File: src/rtl/hilo_muldiv_if.sv
// Request/result bundle between the EX stage and the HI/LO multiply-divide unit.
// The pipeline side drives requests; the unit returns busy and the HI/LO contents.
interface hilo_muldiv_if #(
  parameter int W = 32
);
  logic         op_valid;
  logic [3:0]   op;
  logic [W-1:0] src_a;
  logic [W-1:0] src_b;
  logic         flush;
  logic         busy;
  logic [W-1:0] hi_o;
  logic [W-1:0] lo_o;

  modport master (
    output op_valid, op, src_a, src_b, flush,
    input  busy, hi_o, lo_o
  );

  modport slave (
    input  op_valid, op, src_a, src_b, flush,
    output busy, hi_o, lo_o
  );
endinterface

File: src/rtl/hilo_muldiv.sv
// HI/LO register pair with single-cycle multiply/move and a W+1 cycle restoring divider.
// Define HILO_MADD_EN to enable the single-cycle MADD/MADDU/MSUB/MSUBU accumulate ops.
module hilo_muldiv #(
  parameter int W = 32
) (
  input logic          clk,
  input logic          resetn,
  hilo_muldiv_if.slave bus
);

  localparam int CW = $clog2(W + 1);

  localparam logic [3:0] OP_MULT  = 4'd1;
  localparam logic [3:0] OP_MULTU = 4'd2;
  localparam logic [3:0] OP_DIV   = 4'd3;
  localparam logic [3:0] OP_DIVU  = 4'd4;
  localparam logic [3:0] OP_MTHI  = 4'd5;
  localparam logic [3:0] OP_MTLO  = 4'd6;
`ifdef HILO_MADD_EN
  localparam logic [3:0] OP_MADD  = 4'd7;
  localparam logic [3:0] OP_MADDU = 4'd8;
  localparam logic [3:0] OP_MSUB  = 4'd9;
  localparam logic [3:0] OP_MSUBU = 4'd10;
`endif

  localparam logic [W-1:0]  ZERO_W  = {W{1'b0}};
  localparam logic [W-1:0]  ONE_W   = {{(W-1){1'b0}}, 1'b1};
  localparam logic [W-1:0]  ONES_W  = {W{1'b1}};
  localparam logic [CW-1:0] CNT_ONE = {{(CW-1){1'b0}}, 1'b1};
  localparam logic [CW-1:0] CNT_W   = CW'(W);

  typedef enum logic [1:0] {
    ST_IDLE = 2'd0,
    ST_DIV  = 2'd1,
    ST_DONE = 2'd2
  } state_t;

  state_t        state_r, state_s;
  logic [CW-1:0] cnt_r, cnt_s;
  logic [W-1:0]  hi_r, hi_s;
  logic [W-1:0]  lo_r, lo_s;
  logic [W-1:0]  quo_r, quo_s;
  logic [W-1:0]  rem_r, rem_s;
  logic [W-1:0]  dvs_r, dvs_s;
  logic [W-1:0]  a_raw_r, a_raw_s;
  logic          q_neg_r, q_neg_s;
  logic          r_neg_r, r_neg_s;
  logic          div_zero_r, div_zero_s;
  logic          busy_r;

  logic            accept_s;
  logic            sgn_s;
  logic [2*W-1:0]  a_ext_s;
  logic [2*W-1:0]  b_ext_s;
  logic [2*W-1:0]  prod_s;
  logic [W:0]      shift_s;
  logic            ge_s;

  function automatic logic [W-1:0] magnitude(input logic [W-1:0] v, input logic is_signed);
    if (is_signed && v[W-1]) begin
      magnitude = ~v + ONE_W;
    end else begin
      magnitude = v;
    end
  endfunction

  function automatic logic [W-1:0] apply_sign(input logic [W-1:0] v, input logic neg);
    if (neg) begin
      apply_sign = ~v + ONE_W;
    end else begin
      apply_sign = v;
    end
  endfunction

  assign accept_s = bus.op_valid && !busy_r && !bus.flush;

  // Decode whether the presented op treats its operands as signed.
  always_comb begin
    sgn_s = 1'b0;
    case (bus.op)
      OP_MULT:  sgn_s = 1'b1;
      OP_DIV:   sgn_s = 1'b1;
`ifdef HILO_MADD_EN
      OP_MADD:  sgn_s = 1'b1;
      OP_MSUB:  sgn_s = 1'b1;
`endif
      default:  sgn_s = 1'b0;
    endcase
  end

  // Sign-extending to 2W lets one 2W-bit multiply serve both signed and unsigned ops.
  assign a_ext_s = sgn_s ? {{W{bus.src_a[W-1]}}, bus.src_a} : {ZERO_W, bus.src_a};
  assign b_ext_s = sgn_s ? {{W{bus.src_b[W-1]}}, bus.src_b} : {ZERO_W, bus.src_b};
  assign prod_s  = a_ext_s * b_ext_s;

  // Restoring step: the partial remainder is always below the divisor, so the
  // subtraction result fits in W bits whenever it is taken.
  assign shift_s = {rem_r, quo_r[W-1]};
  assign ge_s    = shift_s[W] || (shift_s[W-1:0] >= dvs_r);

  // Next-state, divider datapath and HI/LO write selection.
  always_comb begin
    state_s    = state_r;
    cnt_s      = cnt_r;
    hi_s       = hi_r;
    lo_s       = lo_r;
    quo_s      = quo_r;
    rem_s      = rem_r;
    dvs_s      = dvs_r;
    a_raw_s    = a_raw_r;
    q_neg_s    = q_neg_r;
    r_neg_s    = r_neg_r;
    div_zero_s = div_zero_r;

    case (state_r)
      ST_IDLE: begin
        if (accept_s) begin
          case (bus.op)
            OP_MULT, OP_MULTU: begin
              {hi_s, lo_s} = prod_s;
            end
            OP_MTHI: begin
              hi_s = bus.src_a;
            end
            OP_MTLO: begin
              lo_s = bus.src_a;
            end
            OP_DIV, OP_DIVU: begin
              state_s    = ST_DIV;
              cnt_s      = CNT_W;
              quo_s      = magnitude(bus.src_a, sgn_s);
              dvs_s      = magnitude(bus.src_b, sgn_s);
              rem_s      = ZERO_W;
              a_raw_s    = bus.src_a;
              q_neg_s    = sgn_s && (bus.src_a[W-1] ^ bus.src_b[W-1]);
              r_neg_s    = sgn_s && bus.src_a[W-1];
              div_zero_s = (bus.src_b == ZERO_W);
            end
`ifdef HILO_MADD_EN
            OP_MADD, OP_MADDU: begin
              {hi_s, lo_s} = {hi_r, lo_r} + prod_s;
            end
            OP_MSUB, OP_MSUBU: begin
              {hi_s, lo_s} = {hi_r, lo_r} - prod_s;
            end
`endif
            default: begin
              state_s = ST_IDLE;
            end
          endcase
        end else begin
          state_s = ST_IDLE;
        end
      end

      ST_DIV: begin
        if (bus.flush) begin
          state_s = ST_IDLE;
          cnt_s   = {CW{1'b0}};
        end else begin
          quo_s = {quo_r[W-2:0], ge_s};
          rem_s = ge_s ? (shift_s[W-1:0] - dvs_r) : shift_s[W-1:0];
          cnt_s = cnt_r - CNT_ONE;
          if (cnt_r == CNT_ONE) begin
            state_s = ST_DONE;
          end else begin
            state_s = ST_DIV;
          end
        end
      end

      ST_DONE: begin
        state_s = ST_IDLE;
        if (bus.flush) begin
          hi_s = hi_r;
        end else if (div_zero_r) begin
          hi_s = a_raw_r;
          lo_s = ONES_W;
        end else begin
          hi_s = apply_sign(rem_r, r_neg_r);
          lo_s = apply_sign(quo_r, q_neg_r);
        end
      end

      default: begin
        state_s = ST_IDLE;
        cnt_s   = {CW{1'b0}};
      end
    endcase
  end

  // All architectural and divider state; reset discards any divide in flight.
  always_ff @(posedge clk or negedge resetn) begin
    if (!resetn) begin
      state_r    <= ST_IDLE;
      cnt_r      <= {CW{1'b0}};
      hi_r       <= ZERO_W;
      lo_r       <= ZERO_W;
      quo_r      <= ZERO_W;
      rem_r      <= ZERO_W;
      dvs_r      <= ZERO_W;
      a_raw_r    <= ZERO_W;
      q_neg_r    <= 1'b0;
      r_neg_r    <= 1'b0;
      div_zero_r <= 1'b0;
      busy_r     <= 1'b0;
    end else begin
      state_r    <= state_s;
      cnt_r      <= cnt_s;
      hi_r       <= hi_s;
      lo_r       <= lo_s;
      quo_r      <= quo_s;
      rem_r      <= rem_s;
      dvs_r      <= dvs_s;
      a_raw_r    <= a_raw_s;
      q_neg_r    <= q_neg_s;
      r_neg_r    <= r_neg_s;
      div_zero_r <= div_zero_s;
      busy_r     <= (state_s != ST_IDLE);
    end
  end

  assign bus.busy = busy_r;
  assign bus.hi_o = hi_r;
  assign bus.lo_o = lo_r;

endmodule

File: src/flat_wrapper.sv
// flat-port wrapper written by rule: the top's interface ports become plain ports
module hilo_muldiv_flat 
#(
  parameter int W = 32
)
  (clk, resetn, bus_op_valid, bus_op, bus_src_a, bus_src_b, bus_flush, bus_busy, bus_hi_o, bus_lo_o);
  hilo_muldiv_if #(.W(W)) bus_i ();
  input logic clk;
  input logic resetn;
  input wire logic [$bits(bus_i.op_valid)-1:0] bus_op_valid;
  input wire logic [$bits(bus_i.op)-1:0] bus_op;
  input wire logic [$bits(bus_i.src_a)-1:0] bus_src_a;
  input wire logic [$bits(bus_i.src_b)-1:0] bus_src_b;
  input wire logic [$bits(bus_i.flush)-1:0] bus_flush;
  output wire logic [$bits(bus_i.busy)-1:0] bus_busy;
  output wire logic [$bits(bus_i.hi_o)-1:0] bus_hi_o;
  output wire logic [$bits(bus_i.lo_o)-1:0] bus_lo_o;
  assign bus_i.op_valid = bus_op_valid;
  assign bus_i.op = bus_op;
  assign bus_i.src_a = bus_src_a;
  assign bus_i.src_b = bus_src_b;
  assign bus_i.flush = bus_flush;
  assign bus_busy = bus_i.busy;
  assign bus_hi_o = bus_i.hi_o;
  assign bus_lo_o = bus_i.lo_o;
  hilo_muldiv #(.W(W)) u_core (.clk(clk), .resetn(resetn), .bus(bus_i));
endmodule
File: config.mk
export PLATFORM = sky130hd
export DESIGN_NAME = hilo_muldiv_flat
export DESIGN_NICKNAME = d
export VERILOG_FILES = /design/src/rtl/hilo_muldiv_if.sv /design/src/rtl/hilo_muldiv.sv /design/src/flat_wrapper.sv
export SDC_FILE = /design/constraint.sdc
export NUM_CORES = 2
export LEC_CHECK = 0
export ABC_AREA = 1
export BUFFER_PORTS_ARGS = -buffer_cell sky130_fd_sc_hd__buf_2
export CORE_AREA = 2 2 345 347
export DETAILED_ROUTE_END_ITERATION = 8
export DIE_AREA = 0 0 347 349
export PLACE_DENSITY = 0.71
export REMOVE_ABC_BUFFERS = 1
export SETUP_SLACK_MARGIN = 0.15
export SYNTH_ARGS = -nofsm -noshare
export SYNTH_HDL_FRONTEND = slang
export SYNTH_SLANG_ARGS = --single-unit
File: constraint.sdc
create_clock -name clk -period 3.26 [get_ports clk]
set_input_delay 0.652 -clock clk [delete_from_list [all_inputs] [get_ports clk]]
set_output_delay 0.652 -clock clk [all_outputs]
set_load 0.05 [all_outputs]
==> metrics.txt <==
Slew Limit Fails=0; number of nets in the final layout=11053; CTS Buffer Depth=3; Critical Path Slowest Stage Cell=fa_2; sequential fraction of the synthesis area=7.95%; dpl cells=10533; commonest non-fill, non-tap cell in the layout=inv_1; fraction of registers with async set/reset=100%; Post-synth top flop=dfrtp_1; max frequency=119 MHz; required time worst endpoint=3720 ps; compound-gate portion of the synthesized area=7.29%; kind of critical path=input pin to flop; die width=347 um; worst r2r src=u_core.quo_r[31]$_DFFE_PN0P_; final hold slack=137 ps; FF+latch area=0.00510 mm2; main combinational cell family by area after synthesis=adder cells; simple-gate share of the synthesized area=16.3%; initial antenna violation count=5; CP Buf/Inv Count=16; total vias in the final route=58696; endpoints failing hold=0; Critical Path Max Stage Delay=600 ps; startpoint type of the worst setup path=input pin; most frequent CP cell=fa_1; routability cong.=1.08; Die ar.=0.121 mm2; most frequent cells in the layout=2117 x inv_1, 1680 x nand2_1, 1299 x fa_1, 968 x buf_4, 299 x nor2_1; Initial Util=54.6%; Worst-path clk slew=60 ps; cell accounting for the most synthesized area=fa_1; status=finished with violations; Yosys reg bits=204; Relative slew margins=43.8%; largest net degree at the start of global routing=85; H-tree levels=1; final worst slack=-5150 ps; layout filler cell count=9219; Post-Syn Area per Cell=7.85 um2; Clock Sinks=204; Synth Cell Area=0.0642 mm2; Final period util=258%; Worst Max-Slew Pin Slew=843 ps; first-pass GRT wire length=360000 um; post-synth top area share=44.3%; Clock Tree Root=clkbuf_16; row cnt=126; Area contributors post-synth=fa_1 44%, inv_1 13%, nand2_1 11%; max-cap violation count=0; vias in the first global route=60357; yosys warns=0; post-layout min period=8410 ps; clock skew=15.3 ps; Post-Route WL=253000 um; Post-Synth XOR/XNOR Area=1.60%; core box area=0.117 mm2; drt pass-1 iters=6; HPWL Detailed=207000 um; Finish-stage setup viols=60; Worst EP arrival=8870 ps; IO buf count=136; R2R Path End=u_core.rem_r[7]$_DFFE_PN0P_; RSZ-0062 raised after global routing=yes; post-synthesis mux area share=0%; Max FO, Critical Path=8; I/O pin count=137; reg2reg path depth=18; Initial DRC Count=5250; DR vias/cell=5.45; gr ovfl total=0; latest clock arrival within the worst-skew pair=540 ps; routed length per instance=23.5 um; area of the multi-input gates=0.0535 mm2; height of the die=349 um; DRC errors left=0; failing checks=setup timing; post-synthesis adder-cell area fraction=51.1%; share of cells above drive strength 1=26.1%; number of synthesized flops with an enable pin=0; gr usage total=39.8%; CTS tree=done; cell count after synthesis=8180; Post-DRT Antenna Nets=0; synthesis-to-finish area growth=29.0%; CP Capture Type=flop; critical path's top delay family=adder cells; Layout Cells excl Fill=10769; TritonCTS buffer count=25; post-synth cell types=64; HP Class=input pin to asynchronous set/reset pin; reg-to-reg slack, setup=320 ps
how the worst max path moves through the flow:
stage,startpoint,to,slack (ps),depth (start not counted)
finish,bus_op[2],u_core.bus.hi_o[25]$_DFFE_PN0P_,-5150,41
global route,bus_op[2],u_core.bus.hi_o[31]$_DFFE_PN0P_,-5430,42
CTS,bus_op[3],u_core.bus.hi_o[31]$_DFFE_PN0P_,-5020,38
detailed placement,bus_op[2],u_core.bus.hi_o[19]$_DFFE_PN0P_,-6460,35
global placement,bus_op[2],u_core.bus.hi_o[19]$_DFFE_PN0P_,-6300,35
floorplan,bus_op[2],u_core.bus.hi_o[31]$_DFFE_PN0P_,-7030,35
cell families (layout without fill, tap and decap cells):
family                     count (synthesis)  in the layout
buffers and inverters                   2673           3721
and+or+nand+nor                         2577           2577
adders and majority gates               1767           1767
AOI/OAI and AO/OA                        842            842
DFF                                      204            204
xor gates and xnor gates                 117            117
other                                      0              5
registers in the layout, summed over array words and instances (netlist names):
| name | flops |
|---|---|
| u_core.a_raw_r | 32 |
| u_core.bus.hi_o | 32 |
| u_core.bus.lo_o | 32 |
| u_core.dvs_r | 32 |
| u_core.quo_r | 32 |
| u_core.rem_r | 32 |
| u_core.cnt_r | 6 |
| u_core.state_r | 2 |
| u_core.bus.busy | 1 |
| u_core.div_zero_r | 1 |
| u_core.q_neg_r | 1 |
| u_core.r_neg_r | 1 |
cells in the mapped netlist (all sizes together), types with 14 or more instances:
master,instances
ha,347
nand3,186
a31oi,26
xor2,80
or2,16
nor3,54
clkbuf,227
a21oi,293
nand2,1810
o211ai,46
nand4,38
nor2,445
inv,2315
xnor2,37
fa,1420
o21bai,33
o21ai,383
buf,130
dfrtp,204
nor4,14
layer usage:
layer  GRT usage (%)  share of wire [%]
met5               0                  0
met4            21.3                8.0
met3            5.32                8.2
met2            67.0                 47
met1            50.0                 37
worst register-to-register path, cell delays in order (launching register included):
cell and delay (ps):
dfrtp_1 400, inv_2 190, ha_1 220, inv_1 70
fa_1 390, nand3_1 90, nand2_1 70, nand2_1 80
nand2_1 60, nand2_1 70, nand2_2 100, a21boi_4 220
o21bai_2 110, nand2_2 90, nand4_4 100, buf_4 240
a21oi_1 170, o21ai_1 100, o21ai_1 80
metrics by stage:
step                      util [%]  setup TNS [ps]  cell area [um2]  setup slack (ps)
after floorplan                  -         -387190            62800             -7030
after global placement        63.2         -321610            74200             -6300
after detailed placement      63.2         -327220            74200             -6460
after CTS                     65.6         -264790            77000             -5020
after global routing          70.5         -275750            82800             -5430
final                         70.5         -263850            82800             -5150
area by class of cell:
type | instances | area share, %
Tap cell | 1536 | 2.32
Sequential cell | 204 | 6.17
Antenna cell | 5 | 0.0151
Inverter | 2316 | 10.5
Clock inverter | 5 | 0.0665
Clock buffer | 36 | 0.890
Timing Repair Buffer | 1364 | 15.3
Multi-Input combinational cell | 5303 | 64.7
repair_timing:
action                                  in CTS  in global routing
gates cloned                                 0                 21
pin swaps                                  219                381
endpoints found under the setup margin      61                 89
buffers inserted                            25                144
hold buffers                                 0                  0
gates resized for setup                    530               1020
Power is left out: the tool's default activity adds up to more than one toggle a clock period on the data nets, which glitch-free logic cannot reach.
